[src/rtl/systolic_feeder.sv]
// systolic_feeder
//   Loads one N x N weight tile, shifts it down the array's north edge, issues
//   the per-row weight-switch wave, then streams activation vectors into the
//   west edge with a one-cycle-per-row skew. Data passes through bit-exact.
//
// Ports
//   clk, rst                    clock, asynchronous active-high reset
//   start                       one-cycle job request (honoured in IDLE only)
//   w_valid/w_ready, w_data     weight-row handshake, column c in [c*DW +: DW]
//   x_valid/x_ready, x_data     activation handshake, row r in [r*DW +: DW]
//   x_last                      final vector of the job
//   north_weight/north_accept_w weight per column and accept strobe (SHIFT only)
//   west_input/west_valid       skewed activation per row
//   west_switch                 skewed per-row weight-switch pulse
//   busy, done                  job active / one-cycle completion pulse
//
// Build option
//   FEEDER_ZERO_GATE_EN  defined: west_input[r] reads 0 whenever west_valid[r]=0.
//                        undefined: west_input[r] holds its last valid value.
//
// state    | meaning
// IDLE     | waiting for start
// COLLECT  | accepting N weight rows into the buffer
// SHIFT    | N cycles pushing buffered rows out, last row first
// SWITCH   | one cycle; launches the weight-switch wave
// STREAM   | accepting activation vectors until x_last
// DRAIN    | letting the final vector reach the last row

module systolic_feeder #(
  parameter int N  = 2,
  parameter int DW = 16
) (
  input  logic            clk,
  input  logic            rst,
  input  logic            start,
  input  logic            w_valid,
  output logic            w_ready,
  input  logic [N*DW-1:0] w_data,
  input  logic            x_valid,
  output logic            x_ready,
  input  logic [N*DW-1:0] x_data,
  input  logic            x_last,
  output logic [N*DW-1:0] north_weight,
  output logic [N-1:0]    north_accept_w,
  output logic [N*DW-1:0] west_input,
  output logic [N-1:0]    west_valid,
  output logic [N-1:0]    west_switch,
  output logic            busy,
  output logic            done
);

  localparam int CW = (N > 1) ? $clog2(N) : 1;
  localparam logic [CW-1:0] NM1 = CW'(N - 1);

  typedef enum logic [2:0] {
    S_IDLE    = 3'd0,
    S_COLLECT = 3'd1,
    S_SHIFT   = 3'd2,
    S_SWITCH  = 3'd3,
    S_STREAM  = 3'd4,
    S_DRAIN   = 3'd5
  } state_t;

  state_t                      state_q, state_d;
  logic [CW-1:0]               cnt_q, cnt_d;
  logic                        done_q, done_d;
  logic [N-1:0][N*DW-1:0]      wbuf_q, wbuf_d;
  logic [N-1:0]                vld_q, vld_d;
  logic [N-1:0][N*DW-1:0]      dpipe_q, dpipe_d;
  logic [N-1:0]                sw_q, sw_d;
  logic                        w_hs, x_hs;

  assign w_hs = (state_q == S_COLLECT) && w_valid;
  assign x_hs = (state_q == S_STREAM) && x_valid;

  // State and datapath registers
  always_ff @(posedge clk or posedge rst) begin
    if (rst) begin
      state_q <= S_IDLE;
      cnt_q   <= '0;
      done_q  <= 1'b0;
      wbuf_q  <= '0;
      vld_q   <= '0;
      dpipe_q <= '0;
      sw_q    <= '0;
    end else begin
      state_q <= state_d;
      cnt_q   <= cnt_d;
      done_q  <= done_d;
      wbuf_q  <= wbuf_d;
      vld_q   <= vld_d;
      dpipe_q <= dpipe_d;
      sw_q    <= sw_d;
    end
  end

  // Next state; cnt_q is a shared down-counter reloaded on each phase entry
  always_comb begin
    state_d = state_q;
    cnt_d   = cnt_q;
    done_d  = 1'b0;
    case (state_q)
      S_IDLE: begin
        if (start) begin
          state_d = S_COLLECT;
          cnt_d   = NM1;
        end
      end
      S_COLLECT: begin
        if (w_valid) begin
          if (cnt_q == '0) begin
            state_d = S_SHIFT;
            cnt_d   = NM1;
          end else begin
            cnt_d = cnt_q - 1'b1;
          end
        end
      end
      S_SHIFT: begin
        if (cnt_q == '0) state_d = S_SWITCH;
        else             cnt_d   = cnt_q - 1'b1;
      end
      S_SWITCH: state_d = S_STREAM;
      S_STREAM: begin
        if (x_hs && x_last) begin
          state_d = S_DRAIN;
          cnt_d   = NM1;
        end
      end
      S_DRAIN: begin
        if (cnt_q == '0) begin
          state_d = S_IDLE;
          done_d  = 1'b1;
        end else begin
          cnt_d = cnt_q - 1'b1;
        end
      end
      default: state_d = S_IDLE;
    endcase
  end

  // Buffer and skew pipelines. Each data stage only loads when a valid vector
  // passes, so stage r always holds the most recent vector seen by row r.
  always_comb begin
    wbuf_d = wbuf_q;
    if (w_hs) wbuf_d[NM1 - cnt_q] = w_data;

    vld_d      = '0;
    dpipe_d    = dpipe_q;
    sw_d       = '0;
    vld_d[0]   = x_hs;
    sw_d[0]    = (state_q == S_SWITCH);
    if (x_hs) dpipe_d[0] = x_data;
    for (int k = 1; k < N; k++) begin
      vld_d[k] = vld_q[k-1];
      sw_d[k]  = sw_q[k-1];
      if (vld_q[k-1]) dpipe_d[k] = dpipe_q[k-1];
    end
  end

  // Outputs
  always_comb begin
    w_ready        = (state_q == S_COLLECT);
    x_ready        = (state_q == S_STREAM);
    busy           = (state_q != S_IDLE);
    done           = done_q;
    north_accept_w = '0;
    north_weight   = '0;
    // Counter runs N-1..0 across SHIFT, so slot N-1 goes out first
    if (state_q == S_SHIFT) begin
      north_accept_w = '1;
      north_weight   = wbuf_q[cnt_q];
    end
    west_valid  = vld_q;
    west_switch = sw_q;
    west_input  = '0;
    for (int r = 0; r < N; r++) begin
`ifdef FEEDER_ZERO_GATE_EN
      west_input[r*DW +: DW] = vld_q[r] ? dpipe_q[r][r*DW +: DW] : '0;
`else
      west_input[r*DW +: DW] = dpipe_q[r][r*DW +: DW];
`endif
    end
  end

endmodule

[config.mk]
export PLATFORM = sky130hd
export DESIGN_NAME = systolic_feeder
export DESIGN_NICKNAME = d
export VERILOG_FILES = /design/src/rtl/systolic_feeder.sv
export SDC_FILE = /design/constraint.sdc
export NUM_CORES = 1
export LEC_CHECK = 0
export ABC_AREA = 1
export CAP_MARGIN = 20
export CORE_UTILIZATION = 50
export DETAILED_ROUTE_END_ITERATION = 10
export GPL_ROUTABILITY_DRIVEN = 0
export PLACE_DENSITY = 0.89
export SLEW_MARGIN = 0
export SYNTH_ARGS = -nofsm -noshare
export SYNTH_HDL_FRONTEND = slang
export SYNTH_SLANG_ARGS = --single-unit
[constraint.sdc]
create_clock -name clk -period 4.3 [get_ports clk]
set_clock_uncertainty 0.05 [all_clocks]
set_input_delay 0.43 -clock clk [delete_from_list [all_inputs] [get_ports clk]]
set_output_delay 0.43 -clock clk [all_outputs]
set_load 0.05 [all_outputs]
==> results of run 1 <==
worst paths after layout:
kind | startpoint | end | slack [ns] | cells after the start
min | west_switch[0]$_DFF_PP0_ | west_switch[1]$_DFF_PP0_ | 0.35 | 0
max in group asynchronous | rst | wbuf_q[58]$_DFFE_PP0P_ | 2.94 | 3
min reg2reg | west_switch[0]$_DFF_PP0_ | west_switch[1]$_DFF_PP0_ | 0.35 | 0
max | state_q[0]$_DFFE_PP0P_ | north_weight[10] | 0.82 | 4
max reg2reg | cnt_q$_DFFE_PP0P_ | wbuf_q[11]$_DFFE_PP0P_ | 2.00 | 5
min in group asynchronous | rst | west_input[2]$_DFFE_PP0N_ | 0.45 | 2
cells in the final DEF, fill, tap and decap left out, types with 2 or more instances in the layout:
| cell type | Yosys | final |
|---|---|---|
| nand2_1 | 188 | 188 |
| clkdlybuf4s50_1 | 0 | 143 |
| dfrtp_1 | 121 | 121 |
| o21ai_2 | 64 | 64 |
| nand2_2 | 56 | 56 |
| inv_1 | 36 | 35 |
| a21oi_1 | 32 | 32 |
| clkbuf_16 | 0 | 17 |
| mux2_2 | 16 | 16 |
| nand3_1 | 5 | 5 |
| inv_2 | 4 | 4 |
| nor2_1 | 4 | 4 |
| o21ai_0 | 4 | 4 |
| bufinv_16 | 0 | 4 |
| nand3_4 | 3 | 3 |
| inv_4 | 2 | 3 |
| clkinv_2 | 0 | 3 |
| clkbuf_8 | 0 | 3 |
| clkbuf_1 | 3 | 3 |
| nor2_4 | 2 | 2 |
| buf_4 | 34 | 2 |
sequential cells by signal, indices dropped and copies added (netlist names):
signal,flops
west_input,32
west_switch,2
done,1
state_q,3
cnt_q,1
dpipe_q,16
wbuf_q,64
west_valid,2
layer usage:
layer | up-vias | part of all wire, % | GRT usage, %
met5 | - | 0 | 0
met3 | 21 | 7.1 | 5.809
met1 | 2041 | 44 | 27.87
met4 | 0 | 1.7 | 9.714
met2 | 171 | 47 | 33.71
li1 | 2076 | - | -
area by class of cell:
| class | instances | area [um2] | share of cell area [%] |
|---|---|---|---|
| clock inverters | 8 | 142.6 | 1.874 |
| well taps | 143 | 178.9 | 2.351 |
| repair buffers | 147 | 1494 | 19.63 |
| multi-input cells | 378 | 2125 | 27.91 |
| inverters | 42 | 165.2 | 2.170 |
| clock buffers | 23 | 478.0 | 6.280 |
| flip-flops and latches | 121 | 3028 | 39.78 |
power groups by stage:
| stage | combinational (mW) | sequential [mW] | clock, mW |
|---|---|---|---|
| 6_report | 2.67 | 1.99 | 1.49 |
| 5_1_grt | 2.89 | 2.05 | 1.57 |
| 4_1_cts | 2.68 | 1.99 | 1.51 |
| 3_5_place_dp | 2.67 | 2.00 | 0 |
| 3_3_place_gp | 2.59 | 1.97 | 0 |
| 2_1_floorplan | 2.21 | 1.94 | 0 |
cell families (layout without fill, tap and decap cells):
group	count (synthesis)	count (layout)
AO/OA/AOI/OAI	101	101
buffers and inverters	106	220
flip-flops	121	121
multiplexers	16	16
AND/OR/NAND/NOR	261	261
critical path, delay by kind of cell, from the launching register on:
family / cells / cell delay [ns]
buf+inv: 2 / 1.04
compound gates: 1 / 0.46
flops: 1 / 0.47
simple gates: 1 / 0.62
through the flow:
stage / hold slack [ns] / utilization, % / setup slack, ns / total power, mW
2_1_floorplan: 0.3048 / - / 0.6058 / 4.147
3_3_place_gp: 0.3076 / 61.24 / 1.326 / 4.556
3_5_place_dp: 0.3341 / 61.24 / 1.266 / 4.671
4_1_cts: 0.3660 / 66.70 / 0.8411 / 6.183
5_1_grt: 0.3752 / 66.94 / 0.6983 / 6.508
6_report: 0.3475 / 66.94 / 0.8246 / 6.147
==> results.yml, run 1 <==
cts:
  cts_root_buf: "clkbuf_16"
  h-tree-depth: 4
  clock_latency_ns: 0.40
  cts.sinks: 121
  holdBufCountCts: 0
  cts_setup_buffers: 0
  cts_resized: 0
  clkTransAtPathRegs_ns: 0.05
  cts_buffers: 17
  tritoncts: "yes"
  clockBufferDepth: 2
logic_synthesis:
  synth.most_common_cell: "nand2_1"
  async_flop_share_pct: 100.0
  synth_top_flop_cell: "dfrtp_1"
  yosysSeqAreaShare_pct: 52.11
  synth.area.mux_share_pct: 3.101
  synth_compound_area_share_pct: 12.86
  synth-simple-area-share_pct: 20.61
  synth_top_family_by_area: "simple AND/OR/NAND/NOR gates"
  synth-edff-count: 0
  ys_types: 22
  synthTopCellsByCount: "nand2_1 (188), dfrtp_1 (121), o21ai_2 (64)"
  ys_warn_count: 0
  syn-mean-instance-area_um2: 9.604
  synth_area_leaders: "dfrtp_1 (52%), nand2_1 (12%), o21ai_2 (9.6%)"
  synth_top_cell_area_share_pct: 52.11
  syn_nets: 675
  synth_area_um2: 5811
  synth_top_cell_by_area: "dfrtp_1"
  synth_cells: 605
  ys_ff_latch: 121
  synthAdderAreaFrac_pct: 0
  synth_xor_area_share_pct: 0
drt:
  wl_um: 12270
  ant_nets: 0
  avgViaCountPerCell: 4.999
  drc: 0
  dr.pass1.iters: 4
  vias: 4309
  wl_per_cell_um: 14.23
  first_iter_violations: 237
place:
  place_area_um2: 6963
  io_buffers: 143
  dpl.hpwl_um: 8096
  dp_cells: 830
setup_path:
  slowest_stage: "clkdlybuf4s50_1"
  path_max_fanout: 36
  critPathKind: "reg2out"
  crit_required_ns: 3.82
  cpPeakStageDelay_ns: 0.87
  worstSetupStartpointType: "register"
  cp-end-kind: "output pin"
  path_cells: "inv_1 > nand3_2 > a21oi_1 > clkdlybuf4s50_1"
  arrival_ns: 3.00
sta:
  tightest_slew_ns: 0.8416
  setup_viol: 0
  max_freq_ghz: 0.2877
  hold_viol: 0
  fin_crit_ns: 3.475
  post-route-period-util_pct: 80.82
  maxSlewViolCount: 0
  tns_ns: 0
  slew_headroom_pct: 43.89
  rsz0062_at_grt: "false"
grt:
  grt_pass1_vias: 4228
  grt.total_usage_pct: 21.52
  antenna_found_initial: 0
  grt_max_degree: 65
  grt_pass1_wl_um: 19870
  grt_overflow: 0
layout:
  syn_to_final_growth_pct: 30.99
  layout.nets: 777
  drive_above_1_share_pct: 25.31
  num_antenna_cells: 0
  fin_cells: 862
  fillCellCount: 857
  design_area_um2: 7611
floorplan:
  die_height_um: 109.8
  rows: 39
  start_util_pct: 51.11
  io_pins: 144
  core_um2: 11370
  dieArea_um2: 12060
  die_w_um: 109.8
power:
  switching_share_pct: 41.16
  p_comb_share_pct: 43.4
  power_frac_seq_pct: 32.3
  p_switching_mw: 2.530
  power.leakage_nw: 3.541
  pwr-share-clk_pct: 24.2
  vdd_drop_max_mv: 0.5022
  internal_power_mw: 3.617
  cellPowerDensity_nw_per_um2: 807.6
status:
  status: "completed"
min_path:
  hold_class: "reg2reg"
job:
  drv_cap: 0
Note: power is estimated with default switching activity, not from simulation.
==> run 2: changes to the inputs <==
==> constraint.sdc (replaced) <==
create_clock -name clk -period 3.62 [get_ports clk]
set_clock_uncertainty 0.05 [all_clocks]
set_input_delay 0.362 -clock clk [delete_from_list [all_inputs] [get_ports clk]]
set_output_delay 0.362 -clock clk [all_outputs]
set_load 0.05 [all_outputs]
==> run 2 against run 1 <==
Compared with the run above:
- worst setup slack worse by 0.094 ns
- highest routed layer unchanged
- register-to-register slack got worse by 0.70 ns
- global-route usage rose by 0.89 points
- total power is 20% higher
- count of clock-buffer cells in the layout grew 1
- final cell count rose by 0.46%
- first-iteration DRC count rose by 2.1%
- utilization grew 0.19 points
- critical path depth is 1 higher
- critical endpoint is now north_weight[29]
- critical path type unchanged
- cell area increased by 0.28%
==> results.yml, run 2 (synthesized netlist as in run 1, its figures left out) <==
drt:
  wl_per_cell_um: 14.60
  drc: 0
  avgViaCountPerCell: 5.020
  vias: 4347
  dr.pass1.iters: 5
  first_iter_violations: 242
  ant_nets: 0
  wl_um: 12640
cts:
  cts.sinks: 121
  cts_buffers: 17
  tritoncts: "yes"
  cts_resized: 0
  clock_latency_ns: 0.41
  cts_root_buf: "clkbuf_16"
  clockBufferDepth: 2
  holdBufCountCts: 0
  h-tree-depth: 4
  cts_setup_buffers: 0
  clkTransAtPathRegs_ns: 0.05
layout:
  drive_above_1_share_pct: 25.73
  top_register: "wbuf_q"
  largest_register_ffs: 64
  final_cell_mix: "nand2_1 (188), clkdlybuf4s50_1 (143), dfrtp_1 (121), o21ai_2 (64), nand2_2 (56)"
  syn_to_final_growth_pct: 31.35
  layout.nets: 781
  final_common_cell: "nand2_1"
  fin_util_pct: 67.13
  num_antenna_cells: 0
  fin_cells: 866
  fillCellCount: 857
setup_path:
  worstSetupStartpointType: "register"
  r2r_start: "cnt_q$_DFFE_PP0P_"
  cp-end-kind: "output pin"
  crit_required_ns: 3.21
  arrival_ns: 2.48
  timing.critical_path.from: "state_q[0]$_DFFE_PP0P_"
  path_max_fanout: 36
  critPathKind: "reg2out"
power:
  vdd_drop_max_mv: 0.6959
  cellPowerDensity_nw_per_um2: 962.4
  power.leakage_nw: 3.552
min_path:
  min-delay-start: "west_switch[0]$_DFF_PP0_"
  hold_class: "reg2reg"
sta:
  post-route-period-util_pct: 79.83
  slew_headroom_pct: 39.91
  fin_crit_ns: 2.890
  tightest_slew_ns: 0.8994
  tns_ns: 0
  hold_slack_ns: 0.3368
  rsz0062_at_grt: "false"
  maxSlewViolCount: 0
  max_freq_ghz: 0.3460
  hold_viol: 0
  setup_viol: 0
floorplan:
  die_height_um: 109.8
  io_pins: 144
  start_util_pct: 51.11
  core_um2: 11370
  dieArea_um2: 12060
  rows: 39
  die_w_um: 109.8
grt:
  grt_pass1_wl_um: 20510
  grt_max_degree: 57
  grt_pass1_vias: 4374
  grt_overflow: 0
  grt.total_usage_pct: 22.41
  antenna_found_initial: 0
status:
  status: "completed"
place:
  io_buffers: 143
  dp_cells: 835
  dpl.hpwl_um: 8408
job:
  drv_cap: 0
==> run 2: worst paths after layout <==
kind,cells after the start,endpoint,slack (ns)
hold / removal,0,west_switch[1]$_DFF_PP0_,0.34
setup reg to reg,5,wbuf_q[55]$_DFFE_PP0P_,1.30
max in group asynchronous,3,wbuf_q[16]$_DFFE_PP0P_,2.25
hold reg to reg,0,west_switch[1]$_DFF_PP0_,0.34
setup / recovery,5,north_weight[29],0.73
min in group asynchronous,2,wbuf_q[34]$_DFFE_PP0P_,0.44
==> run 2: area by class of cell <==
type / count / area, um2 / area share, %
clock buffers: 24 / 491.7 / 6.443
clock inverters: 7 / 138.9 / 1.820
inverters: 42 / 166.4 / 2.180
multi-input cells: 378 / 2125 / 27.84
flip-flops and latches: 121 / 3028 / 39.67
well taps: 143 / 178.9 / 2.344
repair buffers: 151 / 1504 / 19.70
==> run 2: worst max-delay path, cell delays in order, from the launching register on <==
cell and delay [ns]:
dfrtp_1 0.47, inv_1 0.17, nand3_2 0.08, buf_4 0.27
a21oi_1 0.23, clkdlybuf4s50_1 0.84
==> run 2: where the power goes <==
| group | leakage [nW] | internal (mW) | total [mW] | switching [mW] |
|---|---|---|---|---|
| sequential | 1.53 | 1.97 | 2.38 | 0.409 |
| clock | 0.310 | 1.22 | 1.79 | 0.572 |
| combinational | 1.71 | 1.13 | 3.18 | 2.05 |
==> run 2: per-stage QoR <==
step / setup WS [ns] / area [um2] / power, mW
floorplan: 1.532 / 5814 / 4.926
global route: 0.6316 / 7632 / 7.761
detailed placement: 1.153 / 7002 / 5.561
global placement: 1.216 / 7002 / 5.431
finish: 0.7301 / 7632 / 7.346
CTS: 0.7078 / 7632 / 7.398
==> run 2: layer usage <==
layer	part of all wire, %	track usage [%]	up-vias
li1	-	-	2078
met1	42	27.08	2095
met2	51	38.26	156
met3	5.7	5.276	18
met4	1.4	9.429	0
met5	0	0	-
